**src/rtl/axi_burst_seq.sv**
```systemverilog
// AXI-style burst address sequencer: accepts a burst command and emits one
// address beat per handshake for FIXED, INCR and WRAP bursts within a 4 KB page.
module axi_burst_seq #(
  parameter int AW  = 32,
  parameter int DW  = 32,
  parameter int IDW = 4
) (
  input  logic           i_clk,
  input  logic           i_rst_n,
  input  logic           i_cmd_valid,
  output logic           o_cmd_ready,
  input  logic [IDW-1:0] i_cmd_id,
  input  logic [AW-1:0]  i_cmd_addr,
  input  logic [7:0]     i_cmd_len,
  input  logic [2:0]     i_cmd_size,
  input  logic [1:0]     i_cmd_burst,
  output logic           o_beat_valid,
  input  logic           i_beat_ready,
  output logic [AW-1:0]  o_beat_addr,
  output logic [IDW-1:0] o_beat_id,
  output logic [7:0]     o_beat_idx,
  output logic           o_beat_last,
  output logic           o_cmd_err,
  output logic           o_busy
);

  typedef enum logic {S_IDLE, S_BURST} state_e;
  typedef enum logic [1:0] {
    B_FIXED = 2'b00,
    B_INCR  = 2'b01,
    B_WRAP  = 2'b10,
    B_RSVD  = 2'b11
  } burst_e;

  localparam int             MAX_SIZE  = $clog2(DW / 8);
  localparam logic [AW-1:0]  PAGE_MASK = AW'(12'hFFF);

  state_e         state_q, state_d;
  burst_e         burst_q, cmd_burst;
  logic [AW-1:0]  addr_q, start_q, next_addr;
  logic [AW-1:0]  size_bytes, aligned, incr_addr, wrap_mask, cand_addr;
  logic [IDW-1:0] id_q;
  logic [7:0]     idx_q, len_q;
  logic [2:0]     size_q;
  logic           err_q;
  logic           cmd_legal, cmd_accept, beat_hs, last_hs;

  assign cmd_burst    = burst_e'(i_cmd_burst);
  assign o_busy       = (state_q == S_BURST);
  assign o_beat_valid = o_busy;
  assign o_beat_last  = o_busy && (idx_q == len_q);
  assign o_beat_addr  = addr_q;
  assign o_beat_id    = id_q;
  assign o_beat_idx   = idx_q;
  assign o_cmd_err    = err_q;

  assign beat_hs     = o_beat_valid && i_beat_ready;
  assign last_hs     = beat_hs && o_beat_last;
  // Ready is combinational so a new command can ride on the last-beat handshake.
  assign o_cmd_ready = i_rst_n && ((state_q == S_IDLE) || last_hs);
  assign cmd_accept  = i_cmd_valid && o_cmd_ready;

  // NOTE: every always_comb output gets a default first so no latch is inferred.
  always_comb begin
    cmd_legal = 1'b1;
    if (i_cmd_size > 3'(MAX_SIZE))
      cmd_legal = 1'b0;
    if (cmd_burst == B_RSVD)
      cmd_legal = 1'b0;
    if ((cmd_burst == B_WRAP) && !(i_cmd_len inside {8'd1, 8'd3, 8'd7, 8'd15}))
      cmd_legal = 1'b0;
  end

  // Upper bits always come from the start address: that is both the WRAP
  // window hold and the 4 KB page hold (the latter vanishes when AW == 12).
  always_comb begin
    size_bytes = AW'(1) << size_q;
    aligned    = addr_q & ~(size_bytes - AW'(1));
    incr_addr  = aligned + size_bytes;
    wrap_mask  = ((AW'(len_q) + AW'(1)) << size_q) - AW'(1);
    case (burst_q)
      B_FIXED: cand_addr = addr_q;
      B_WRAP:  cand_addr = (start_q & ~wrap_mask) | (incr_addr & wrap_mask);
      default: cand_addr = incr_addr;
    endcase
    next_addr = (start_q & ~PAGE_MASK) | (cand_addr & PAGE_MASK);
  end

  always_comb begin
    state_d = state_q;
    case (state_q)
      S_IDLE:  if (cmd_accept && cmd_legal) state_d = S_BURST;
      S_BURST: if (last_hs) state_d = (cmd_accept && cmd_legal) ? S_BURST : S_IDLE;
      default: state_d = S_IDLE;
    endcase
  end

  // NOTE: sequential state uses non-blocking assignments only, so every
  // register samples the pre-edge values regardless of statement order.
  always_ff @(posedge i_clk) begin
    if (!i_rst_n) begin
      state_q <= S_IDLE;
      burst_q <= B_FIXED;
      addr_q  <= '0;
      start_q <= '0;
      id_q    <= '0;
      idx_q   <= '0;
      len_q   <= '0;
      size_q  <= '0;
      err_q   <= 1'b0;
    end else begin
      state_q <= state_d;
      err_q   <= cmd_accept && !cmd_legal;
      if (cmd_accept && cmd_legal) begin
        burst_q <= cmd_burst;
        addr_q  <= i_cmd_addr;
        start_q <= i_cmd_addr;
        id_q    <= i_cmd_id;
        idx_q   <= '0;
        len_q   <= i_cmd_len;
        size_q  <= i_cmd_size;
      end else if (beat_hs && !o_beat_last) begin
        addr_q <= next_addr;
        idx_q  <= idx_q + 8'd1;
      end
    end
  end

endmodule

```
**config.mk**
```make
export PLATFORM = sky130hd
export DESIGN_NAME = axi_burst_seq
export DESIGN_NICKNAME = d
export VERILOG_FILES = /design/src/rtl/axi_burst_seq.sv
export SDC_FILE = /design/constraint.sdc
export NUM_CORES = 1
export LEC_CHECK = 0
export ABC_AREA = 1
export BUFFER_PORTS_ARGS = -buffer_cell sky130_fd_sc_hd__buf_2
export CAP_MARGIN = 25
export CORE_MARGIN = 1
export CORE_UTILIZATION = 25
export DETAILED_ROUTE_END_ITERATION = 10
export GPL_ROUTABILITY_DRIVEN = 0
export MAX_ROUTING_LAYER = met4
export PLACE_DENSITY = 0.45
export SLEW_MARGIN = 40
export SYNTH_ARGS = -nofsm -noshare
export SYNTH_HDL_FRONTEND = slang
export SYNTH_SLANG_ARGS = --single-unit
export TNS_END_PERCENT = 10
```
**constraint.sdc**
```tcl
create_clock -name i_clk -period 3 [get_ports i_clk]
set_input_delay 0.6 -clock i_clk [delete_from_list [all_inputs] [get_ports i_clk]]
set_output_delay 0.6 -clock i_clk [all_outputs]
set_load 0.03 [all_outputs]
```
==> Yosys cells after proc, flatten, opt, wreduce, memory -nomap -nowiden <==
Index checks and enable logic that the tools add are counted.
{ "totals": {"reg_bits": 91, "out_inout_bits": 49, "word_cells": 60} }
{ "op_classes": {"add_sub_neg": 5, "magnitude_cmp": 1, "n_eq_ne": 8, "n_shift": 2, "mux": 9, "bitwise_logic": 9, "n_reduce_logical": 17} }
{ "op_table": {"columns": ["operator", "count"], "rows": [
  ["$mux W32", 2],
  ["$and A12 B12 Y12", 3],
  ["$or A32 B12 Y32", 1],
  ["$not A12 Y12", 2],
  ["$pmux W12 S2", 1],
  ["$sub A12 B1 Y12 const B", 2],
  ["$add A12 B12 Y12", 1],
  ["$or A12 B12 Y12", 1],
  ["$shl A1 B3 Y12 const A", 1],
  ["$shl A9 B3 Y12", 1],
  ["$add A8 B1 Y9 const B", 1],
  ["$logic_and A1 B1 Y1", 9],
  ["$add A8 B1 Y8 const B", 1],
  ["$eq A8 B1 Y1 const B", 1],
  ["$eq A8 B2 Y1 const B", 1],
  ["$eq A8 B3 Y1 const B", 1],
  ["$eq A8 B4 Y1 const B", 1],
  ["$eq A8 B8 Y1", 1],
  ["$eq A2 B2 Y1 const B", 3],
  ["$mux W1", 5],
  ["$reduce_bool A4 Y1", 1],
  ["$gt A3 B2 Y1 const B", 1],
  ["$logic_not A1 Y1", 3],
  ["$logic_not A2 Y1", 1],
  ["5 further kinds", 6]
]} }

==> Logic depth before layout (Yosys ltp) <==
Gate-level depths: netlist of run 1.
{ "depth": {"depth_word": 11, "ltp_mapped": 22} }

==> Worst setup path after synthesis of run 1 <==
No wires, ideal clock.
{ "synth_timing": {"kind": "register to output", "start": "register idx_q[1], in the netlist o_beat_idx[1]", "end": "output port o_cmd_ready", "t_arrival_ns": 2.056, "t_required_ns": 2.400, "setup_slack_ns": 0.344, "path_stages_with_launch": 10, "cell_sequence": "dfxtp_1 -> inv_1 -> nand2_1 -> nand2_1 -> nor4_1 -> nand4_1 -> or2_1 -> inv_2 -> nand2_2 -> a21oi_1"} }
{ "synth_via": {"elab_chain_len": 5} }
{ "synth_rtl": {"columns": ["item", "line_no", "source"], "rows": [
  ["from (decl)", "43", "logic [7:0] idx_q, len_q;"],
  ["from (signal assigned)", "124", "idx_q <= idx_q + 8'd1;"],
  ["$eq A8 B8 Y1", "51", "assign o_beat_last = o_busy && (idx_q == len_q);"],
  ["$logic_and A1 B1 Y1", "51", null],
  ["net o_beat_last", "22", "output logic o_beat_last,"],
  ["$logic_and A1 B1 Y1", "58", "assign last_hs = beat_hs && o_beat_last;"],
  ["$logic_or A1 B1 Y1", "60", "assign o_cmd_ready = i_rst_n && ((state_q == S_IDLE) || last_hs);"],
  ["$logic_and A1 B1 Y1", "60", null],
  ["to (decl)", "11", "output logic o_cmd_ready,"]
]} }
The timed path passes the listed nets, and every way through them passes these cells.

==> Worst setup path after layout of run 1 <==
{ "layout_timing": {"start": "register len_q[3]", "end": "output port o_cmd_ready"} }
{ "layout_via": {"elab_chain_len": 5} }
{ "layout_rtl": {"columns": ["item", "line_no", "source"], "rows": [
  ["from (decl)", "43", null],
  ["from (signal assigned)", "120", "len_q <= i_cmd_len;"],
  ["$eq A8 B8 Y1", "51", null],
  ["$logic_and A1 B1 Y1", "51", null],
  ["$logic_and A1 B1 Y1", "58", null],
  ["$logic_or A1 B1 Y1", "60", null],
  ["$logic_and A1 B1 Y1", "60", null]
]} }
No other way between the ends.

==> qor.yml, run 1 <==
period_share: 0.924
io_buffers: 101
slew_viol_final: 0
die_w_um: 147
via_per_inst: 4.57
drive_gt1_frac: 0.190
cts_tree: "built"
yosysWarningCount: 0
grt_pass1_vias: 5306
clk_latency_ns: 0.35
fmax_mhz: 361
syn-cell-area_um2: 5260
synth_fa_ha_area_frac: 0.0119
grt_overflow: 0
cts_sinks: 91
synthArstFlopShare: 0
numCtsBuffers: 9
finalClockSkew_ns: 0.00761
cellLeakagePower_nw: 2.99
rr_startpoint: "size_q[1]$_SDFFE_PN0P_"
syn_area_per_cell_um2: 6.52
h-tree-depth: 3
cp-start-kind: "register"
clk_pin_slew_ns: 0.07
die-area_um2: 21600
synth_top_family_by_area: "simple AND/OR/NAND/NOR gates"
hold_viol: 0
crit_fanout: 4
fin_setup_tns_ns: 0
drv_cap: 0
post_cts_buffers: 0
total_power_w: 0.00295
grt_start_max_net_pins: 74
syn-num-nets: 865
synth_edf_count: 0
synth_simple_gate_area_frac: 0.294
setup_violations: 0
critPathKind: "register to primary output"
hp-start: "o_beat_id[0]$_SDFFE_PN0P_"
status: "finished, final reports clean"
crit_arrival_ns: 2.17
relSlewSlack: 0.654
die_y_um: 147
cp_data_required_time_ns: 2.40
ant_nets: 0
drc: 0
vias: 5369
rsz0062_at_grt: "false"
ys_types: 41
grt_pass1_wl_um: 26600
nNetsFinal: 957
firstDrtPassIters: 5
grt.total_usage: 0.159
start_util: 0.258
drt_wl_total_um: 16000
wl_per_cell_um: 13.6
coreArea_um2: 20400
seq_area_frac_synth: 0.346
fillCellCount: 2317
hp-class: "register to register"
clockBufferDepth: 2
power_density_nw_per_um2: 462
startpoint: "len_q[3]$_SDFFE_PN0P_"
dp_hpwl_um: 12100
synthXorXnorAreaFrac: 0.0316
first_iter_violations: 277
ir_drop_mv: 0.260
fp-row-count: 52
synth_compound_area_frac: 0.201
synthToLayoutAreaGrowth_pct: 21.3
antenna_found_initial: 1
synth_cells: 807
ioPinCount: 102
synthMuxAreaShare: 0
ys_ff_latch: 91
max_slew.worst_pin.slew_ns: 0.519
cts_root_buf: "clkbuf_16"
synthFlopType: "dfxtp_1"
endpoint_kind: "primary output"
finalCriticalPeriod_ns: 2.77
registers in the layout, summed over array words and instances, names as in the netlist:
signal and count:
size_q 3, o_cmd_err 1, len_q 8, o_beat_id 4
o_beat_addr 32, o_beat_idx 8, start_q 32, burst_q 2
o_beat_valid 1
repair_timing:
action	CTS	global route
hold endpoints to repair	0	0
hold buffers	0	0
gates resized for setup	0	1
endpoints found under the setup margin	0	1
routing by layer:
layer	GRT usage	wire length [um]	up-vias
li1	-	-	2814
met1	0.202	7630	2423
met4	0.0644	365	0
met2	0.252	7330	111
met5	-	0	-
met3	0.0239	646	21
critical path, cell delays in order, from the launching register on:
cell and delay [ns]:
dfxtp_1 0.39, inv_1 0.12, nand2_1 0.07, o21ai_0 0.07
nor4_1 0.24, nand4_1 0.12, or2_1 0.28, inv_2 0.08
nand2_2 0.06, a21oi_1 0.17, buf_2 0.23
layout by cell type, fill, tap and decap left out, types with 2 or more instances in the layout:
| master | synthesis | final |
|---|---|---|
| or2_2 | 4 | 4 |
| nor2_2 | 4 | 5 |
| dfxtp_1 | 91 | 90 |
| inv_2 | 8 | 8 |
| o21ai_2 | 11 | 11 |
| inv_6 | 0 | 3 |
| nand4_1 | 11 | 11 |
| a21oi_1 | 72 | 72 |
| nand3_1 | 73 | 73 |
| buf_2 | 12 | 101 |
| buf_12 | 0 | 2 |
| bufinv_16 | 0 | 2 |
| buf_4 | 4 | 15 |
| nand2_1 | 191 | 191 |
| xnor2_1 | 7 | 7 |
| clkbuf_16 | 0 | 9 |
| o21bai_1 | 3 | 3 |
| o21ai_1 | 15 | 15 |
| ha_1 | 5 | 5 |
| o22ai_1 | 5 | 5 |
| nor2_4 | 2 | 2 |
| o211ai_1 | 5 | 5 |
| o21a_1 | 2 | 2 |
| nor2_1 | 63 | 62 |
| xor2_1 | 12 | 12 |
| inv_1 | 94 | 94 |
| nand2_2 | 5 | 5 |
| nor3_1 | 3 | 3 |
| o21ai_0 | 70 | 70 |
power by group:
part / switching, W / internal (W) / leakage [nW] / total (W)
registers: 0.0000312 / 0.00125 / 0.739 / 0.00128
logic: 0.000258 / 0.000132 / 2.09 / 0.000390
clock network: 0.000518 / 0.000762 / 0.160 / 0.00128
total: 0.000807 / 0.00214 / 2.99 / 0.00295
path summary, 6_finish.rpt:
kind	endpoint	slack (ns)	depth (start not counted)
worst max-delay path	o_cmd_ready	0.23	10
worst min-delay path	o_beat_id[0]$_SDFFE_PN0P_	0.46	2
worst max register to register	o_beat_addr[8]$_SDFFE_PN0P_	0.34	17
worst min register to register	o_beat_id[0]$_SDFFE_PN0P_	0.46	2
synth_stat cells (5+ instances only):
cell	number	area (um^2)
ha_1	5	62.6
nand4_1	11	68.8
dfxtp_1	91	1820
o22ai_1	5	31.3
xnor2_1	7	61.3
a21oi_1	72	360
o21ai_2	11	96.3
inv_2	8	30.0
o211ai_1	5	37.5
buf_6	7	78.8
buf_2	12	60.1
inv_1	94	353
o21ai_0	70	350
clkbuf_1	14	52.6
nor2_1	63	236
nand2_2	5	31.3
xor2_1	12	105
nand2_1	191	717
o21ai_1	15	75.1
nand3_1	73	365
cell type report:
type	instances	area [um^2]	area share
Multi-Input combinational cell	576	2850	0.446
Sequential cell	91	1820	0.285
Timing Repair Buffer	118	658	0.103
Inverter	103	387	0.0605
Tap cell	270	338	0.0529
Clock buffer	10	239	0.0374
Clock inverter	6	93.8	0.0147
Antenna cell	1	2.50	0.000392
logic make-up (layout without fill, tap and decap cells):
family | after synthesis | in the layout
compound gates | 191 | 191
xor+xnor | 19 | 19
flops | 91 | 91
fa+ha+maj | 5 | 5
buf+inv | 140 | 237
simple gates | 361 | 361
other cells | 0 | 1
metrics by stage:
step           instances  utilization  cell area (um^2)  hold WS, ns  setup WS [ns]
2_1_floorplan        807            -              5260        0.440          0.344
3_3_place_gp        1158        0.296              6050        0.456          0.353
3_5_place_dp        1158        0.296              6050        0.457          0.376
4_1_cts             1174        0.312              6380        0.468          0.219
5_1_grt             1175        0.313              6390        0.483         0.0204
6_report            1175        0.313              6390        0.463          0.229
Power figures use the tool's default switching activity.
==> run 2: changes to the inputs <==
--- a/config.mk
+++ b/config.mk
@@ -7,3 +7,2 @@
 export LEC_CHECK = 0
-export ABC_AREA = 1
 export BUFFER_PORTS_ARGS = -buffer_cell sky130_fd_sc_hd__buf_2
==> constraint.sdc (replaced) <==
create_clock -name i_clk -period 3 [get_ports i_clk]
set_input_delay 0.45 -clock i_clk [delete_from_list [all_inputs] [get_ports i_clk]]
set_output_delay 0.45 -clock i_clk [all_outputs]
set_load 0.03 [all_outputs]
==> qor.yml, run 2 <==
ant_nets: 0
syn_area_per_cell_um2: 7.29
die_y_um: 151
fin_setup_tns_ns: 0
final_common_cell: "nand2_1"
p_comb_frac: 0.093
ys_top_cells_by_area: "dfxtp_1, nand2_1, a21oi_1"
fin_ws_ns: 0.165
clkPwrFrac: 0.460
post_cts_buffers: 0
clockBufferDepth: 2
drive_gt1_frac: 0.220
synth_top_area_share: 0.329
cp-start-kind: "register"
io_buffers: 101
synthFlopType: "dfxtp_1"
die_w_um: 151
slew_viol_final: 0
cts_tree: "built"
start_util: 0.254
syn-cell-area_um2: 5530
grt_pass1_vias: 5395
wl_per_cell_um: 15.8
max_slew.worst_pin.slew_ns: 0.621
synthArstFlopShare: 0
power_density_nw_per_um2: 407
cellLeakagePower_nw: 2.91
p_sw_w: 0.000684
seq_area_frac_synth: 0.329
synthToLayoutAreaGrowth_pct: 24.4
pre_cts_ws_ns: 0.0700
coreArea_um2: 21800
r2r_slack_ns: 0.17
syn-num-nets: 817
clk_pin_slew_ns: 0.07
via_per_inst: 4.92
yosysMostFrequentCell: "nand2_1"
multi_input_area_um2: 3480
yosysWarningCount: 0
place_inst: 1128
first_iter_violations: 297
drv_cap: 0
status: "finished, final reports clean"
final_core_util: 0.316
firstDrtPassIters: 5
grt_start_max_net_pins: 47
nNetsFinal: 917
drt_wl_total_um: 18100
synth_edf_count: 0
synthTopCellsByCount: "nand2_1, dfxtp_1, a21oi_1, nor2_1, clkbuf_1"
clk_latency_ns: 0.35
finalClockSkew_ns: 0.0133
fillCellCount: 2437
sw_frac_of_total: 0.245
critPathKind: "register to register"
seqPwrFrac: 0.447
cts_sinks: 91
ir_drop_mv: 0.287
fp-row-count: 54
hp-class: "input pin to register"
endpoint_kind: "register"
numCtsBuffers: 9
cts_root_buf: "clkbuf_16"
crit_arrival_ns: 3.07
grt_overflow: 0
layout_common_cells: "nand2_1, buf_2, dfxtp_1, a21oi_1, buf_4"
final_cells: 1145
grt_pass1_wl_um: 29000
setup_violations: 0
antenna_found_initial: 1
hold_viol: 0
drc: 0
synth_cells: 759
crit_fanout: 5
h-tree-depth: 3
cp_data_required_time_ns: 3.23
power.internal_w: 0.00211
regArea_um2: 1830
vias: 5628
relSlewSlack: 0.585
ys_ff_latch: 91
yosys.area.top_type: "dfxtp_1"
dp_hpwl_um: 13200
ioPinCount: 102
fmax_mhz: 353
ys_types: 76
grt.total_usage: 0.169
die-area_um2: 22700
finalCriticalPeriod_ns: 2.83
period_share: 0.945
==> run 2: through the flow <==
step | power (W) | hold slack (ns) | area, um^2
floorplan | 0.00143 | 0.418 | 5580
global placement | 0.00154 | 0.436 | 6490
detailed placement | 0.00154 | 0.440 | 6500
finish | 0.00280 | 0.309 | 6880
global route | 0.00291 | 0.303 | 6880
CTS | 0.00283 | 0.301 | 6830
==> run 2: final timing paths <==
| kind | start | endpoint | depth (start not counted) |
|---|---|---|---|
| max | len_q[0]$_SDFFE_PN0P_ | o_beat_addr[11]$_SDFFE_PN0P_ | 10 |
| min | i_cmd_addr[4] | start_q[4]$_SDFFE_PN0P_ | 3 |
| max reg2reg | len_q[0]$_SDFFE_PN0P_ | o_beat_addr[11]$_SDFFE_PN0P_ | 10 |
| min reg2reg | o_beat_id[0]$_SDFFE_PN0P_ | o_beat_id[0]$_SDFFE_PN0P_ | 2 |
==> run 2: cell type report <==
cell class	count	area share
Multi-Input combinational cell	602	0.505
Sequential cell	91	0.265
Timing Repair Buffer	145	0.124
Tap cell	280	0.0509
Clock buffer	11	0.0367
Clock inverter	5	0.0120
Inverter	10	0.00545
Antenna cell	1	0.000364
==> run 2: cell families (layout without fill, tap and decap cells) <==
family,after synthesis,count (layout),share of synthesized area
flops,91,91,0.329
other cells,0,1,0
mux,15,15,0.0301
compound gates,186,186,0.229
fa+ha+maj,5,5,0.0113
xor+xnor,36,36,0.0570
simple gates,360,360,0.290
buf+inv,66,171,0.0529
==> run 2: routing by layer <==
metal	wire (um)	track usage
met5	0	-
met4	256	0.0525
met3	793	0.0282
met2	8380	0.266
met1	8680	0.220
==> run 2: what timing repair did <==
| action | 4_1_cts | 5_1_grt |
|---|---|---|
| gates resized for setup | 0 | 16 |
| hold buffers | 0 | 0 |
| endpoints found under the setup margin | 0 | 4 |
==> run 2: critical path: stages (launching register included) <==
cell	delay [ns]
dfxtp_1	0.33
ha_1	0.25
nand3_1	0.19
nor2_1	0.15
mux2_2	0.36
a221o_1	0.30
o21ai_1	0.20
nand2_1	0.09
or3_4	0.41
mux2i_1	0.13
o311a_1	0.33
==> run 2: power groups by stage <==
| stage | sequential [W] | clock, W | combinational [W] |
|---|---|---|---|
| after floorplan | 0.00129 | 0 | 0.000136 |
| after global placement | 0.00128 | 0 | 0.000261 |
| after detailed placement | 0.00128 | 0 | 0.000259 |
| after CTS | 0.00125 | 0.00132 | 0.000260 |
| after global routing | 0.00125 | 0.00137 | 0.000286 |
| final | 0.00125 | 0.00129 | 0.000260 |
==> run 3: changes to the inputs <==
- clock period: 3 -> 3.6 ns (I/O delays scaled with it)
==> qor.yml, run 3 (synthesis results as in run 2) <==
pre_cts_ws_ns: 0.414
dpl_cell_area_um2: 6300
critPathKind: "register to register"
grt_start_max_net_pins: 42
crit_fanout: 8
cts_tree: "built"
die_w_um: 151
routed.top_layer: "met4"
status: "finished, final reports clean"
antenna_found_initial: 0
firstDrtPassIters: 5
start_util: 0.254
fmax_mhz: 320
slew_viol_final: 0
clk_pin_slew_ns: 0.07
period_share: 0.868
fp-row-count: 54
finalClockSkew_ns: 0.00949
grt_pass1_vias: 5189
crit_arrival_ns: 3.35
first_iter_violations: 329
power_density_nw_per_um2: 337
layout_common_cells: "nand2_1, buf_2, dfxtp_1, a21oi_1, nor2_1"
wl_per_cell_um: 15.6
final_core_util: 0.304
stdcell_area_um2: 6610
dp_hpwl_um: 12800
clockBufferDepth: 2
grt_overflow: 0
via_per_inst: 4.83
cp-start-kind: "register"
die_y_um: 151
ioPinCount: 102
vias: 5415
regArea_um2: 1820
fin_setup_tns_ns: 0
wl_met3_um: 800
coreArea_um2: 21800
setup_violations: 0
finalCriticalPeriod_ns: 3.13
io_buffers: 101
clk_latency_ns: 0.34
die-area_um2: 22700
drt_wl_total_um: 17500
final_common_cell: "nand2_1"
nNetsFinal: 893
hp-class: "input pin to register"
grt.total_usage: 0.164
synthToLayoutAreaGrowth_pct: 19.5
rsz0062_at_grt: "false"
diodes: 0
endpoint_kind: "register"
multi_input_area_um2: 3430
drc: 0
cellLeakagePower_nw: 2.73
drv_cap: 0
max_slew.worst_pin.slew_ns: 0.640
numCtsBuffers: 9
cp_data_required_time_ns: 3.83
post_cts_buffers: 0
wl_met2_um: 8140
ir_drop_mv: 0.201
hold_viol: 0
m1WireLength_um: 8410
worst_hold_slack_ns: 0.398
fin_ws_ns: 0.474
relSlewSlack: 0.573
drive_gt1_frac: 0.183
fillCellCount: 2401
grt_pass1_wl_um: 28500
cts_sinks: 91
cts_root_buf: "clkbuf_16"
h-tree-depth: 3
ant_nets: 0
==> run 3: what timing repair did <==
item,in CTS,in global routing
resized for setup,0,1
hold endpoints to repair,0,0
hold buffers,0,0
endpoints found under the setup margin,0,1
==> run 3: per-layer routing <==
layer	track usage	up-vias
met1	0.216	2508
met2	0.263	110
li1	-	2788
met4	0.0355	0
met5	-	-
met3	0.0276	9
==> run 3: critical path, stage by stage (launching register included) <==
cell	delay (ns)
dfxtp_1	0.49
ha_1	0.31
and3_1	0.27
a221oi_1	0.13
mux2i_1	0.31
o21ai_2	0.13
nor3_1	0.36
nand2_1	0.14
or3_4	0.41
mux2i_1	0.13
o311a_1	0.33
==> run 3: path summary, 6_finish.rpt <==
kind	cells after the start	start	slack, ns	to
worst max-delay path	10	len_q[1]$_SDFFE_PN0P_	0.47	o_beat_addr[11]$_SDFFE_PN0P_
worst min-delay path	3	i_cmd_addr[4]	0.40	start_q[4]$_SDFFE_PN0P_
worst max register to register	10	len_q[1]$_SDFFE_PN0P_	0.47	o_beat_addr[11]$_SDFFE_PN0P_
worst min register to register	2	start_q[7]$_SDFFE_PN0P_	0.45	start_q[7]$_SDFFE_PN0P_
==> run 3: report_power, final <==
group	leakage (nW)	switching (W)	total [W]	internal, W
clock	0.146	0.000402	0.000980	0.000579
sequential	0.736	0.0000189	0.00104	0.00103
combinational	1.84	0.000123	0.000201	0.0000778
==> run 3: through the flow <==
step | power [W] | instances
5_1_grt | 0.00232 | 1120
3_5_place_dp | 0.00127 | 1104
4_1_cts | 0.00226 | 1120
3_3_place_gp | 0.00127 | 1104
2_1_floorplan | 0.00119 | 759
6_report | 0.00223 | 1120
==> run 3: area by class of cell <==
| class | count | share of cell area |
|---|---|---|
| sequential | 91 | 0.276 |
| inverter | 10 | 0.00568 |
| multi-input combinational | 602 | 0.518 |
| clock buffer | 13 | 0.0394 |
| timing repair buffer | 121 | 0.101 |
| tap | 280 | 0.0530 |
| clock inverter | 3 | 0.00700 |
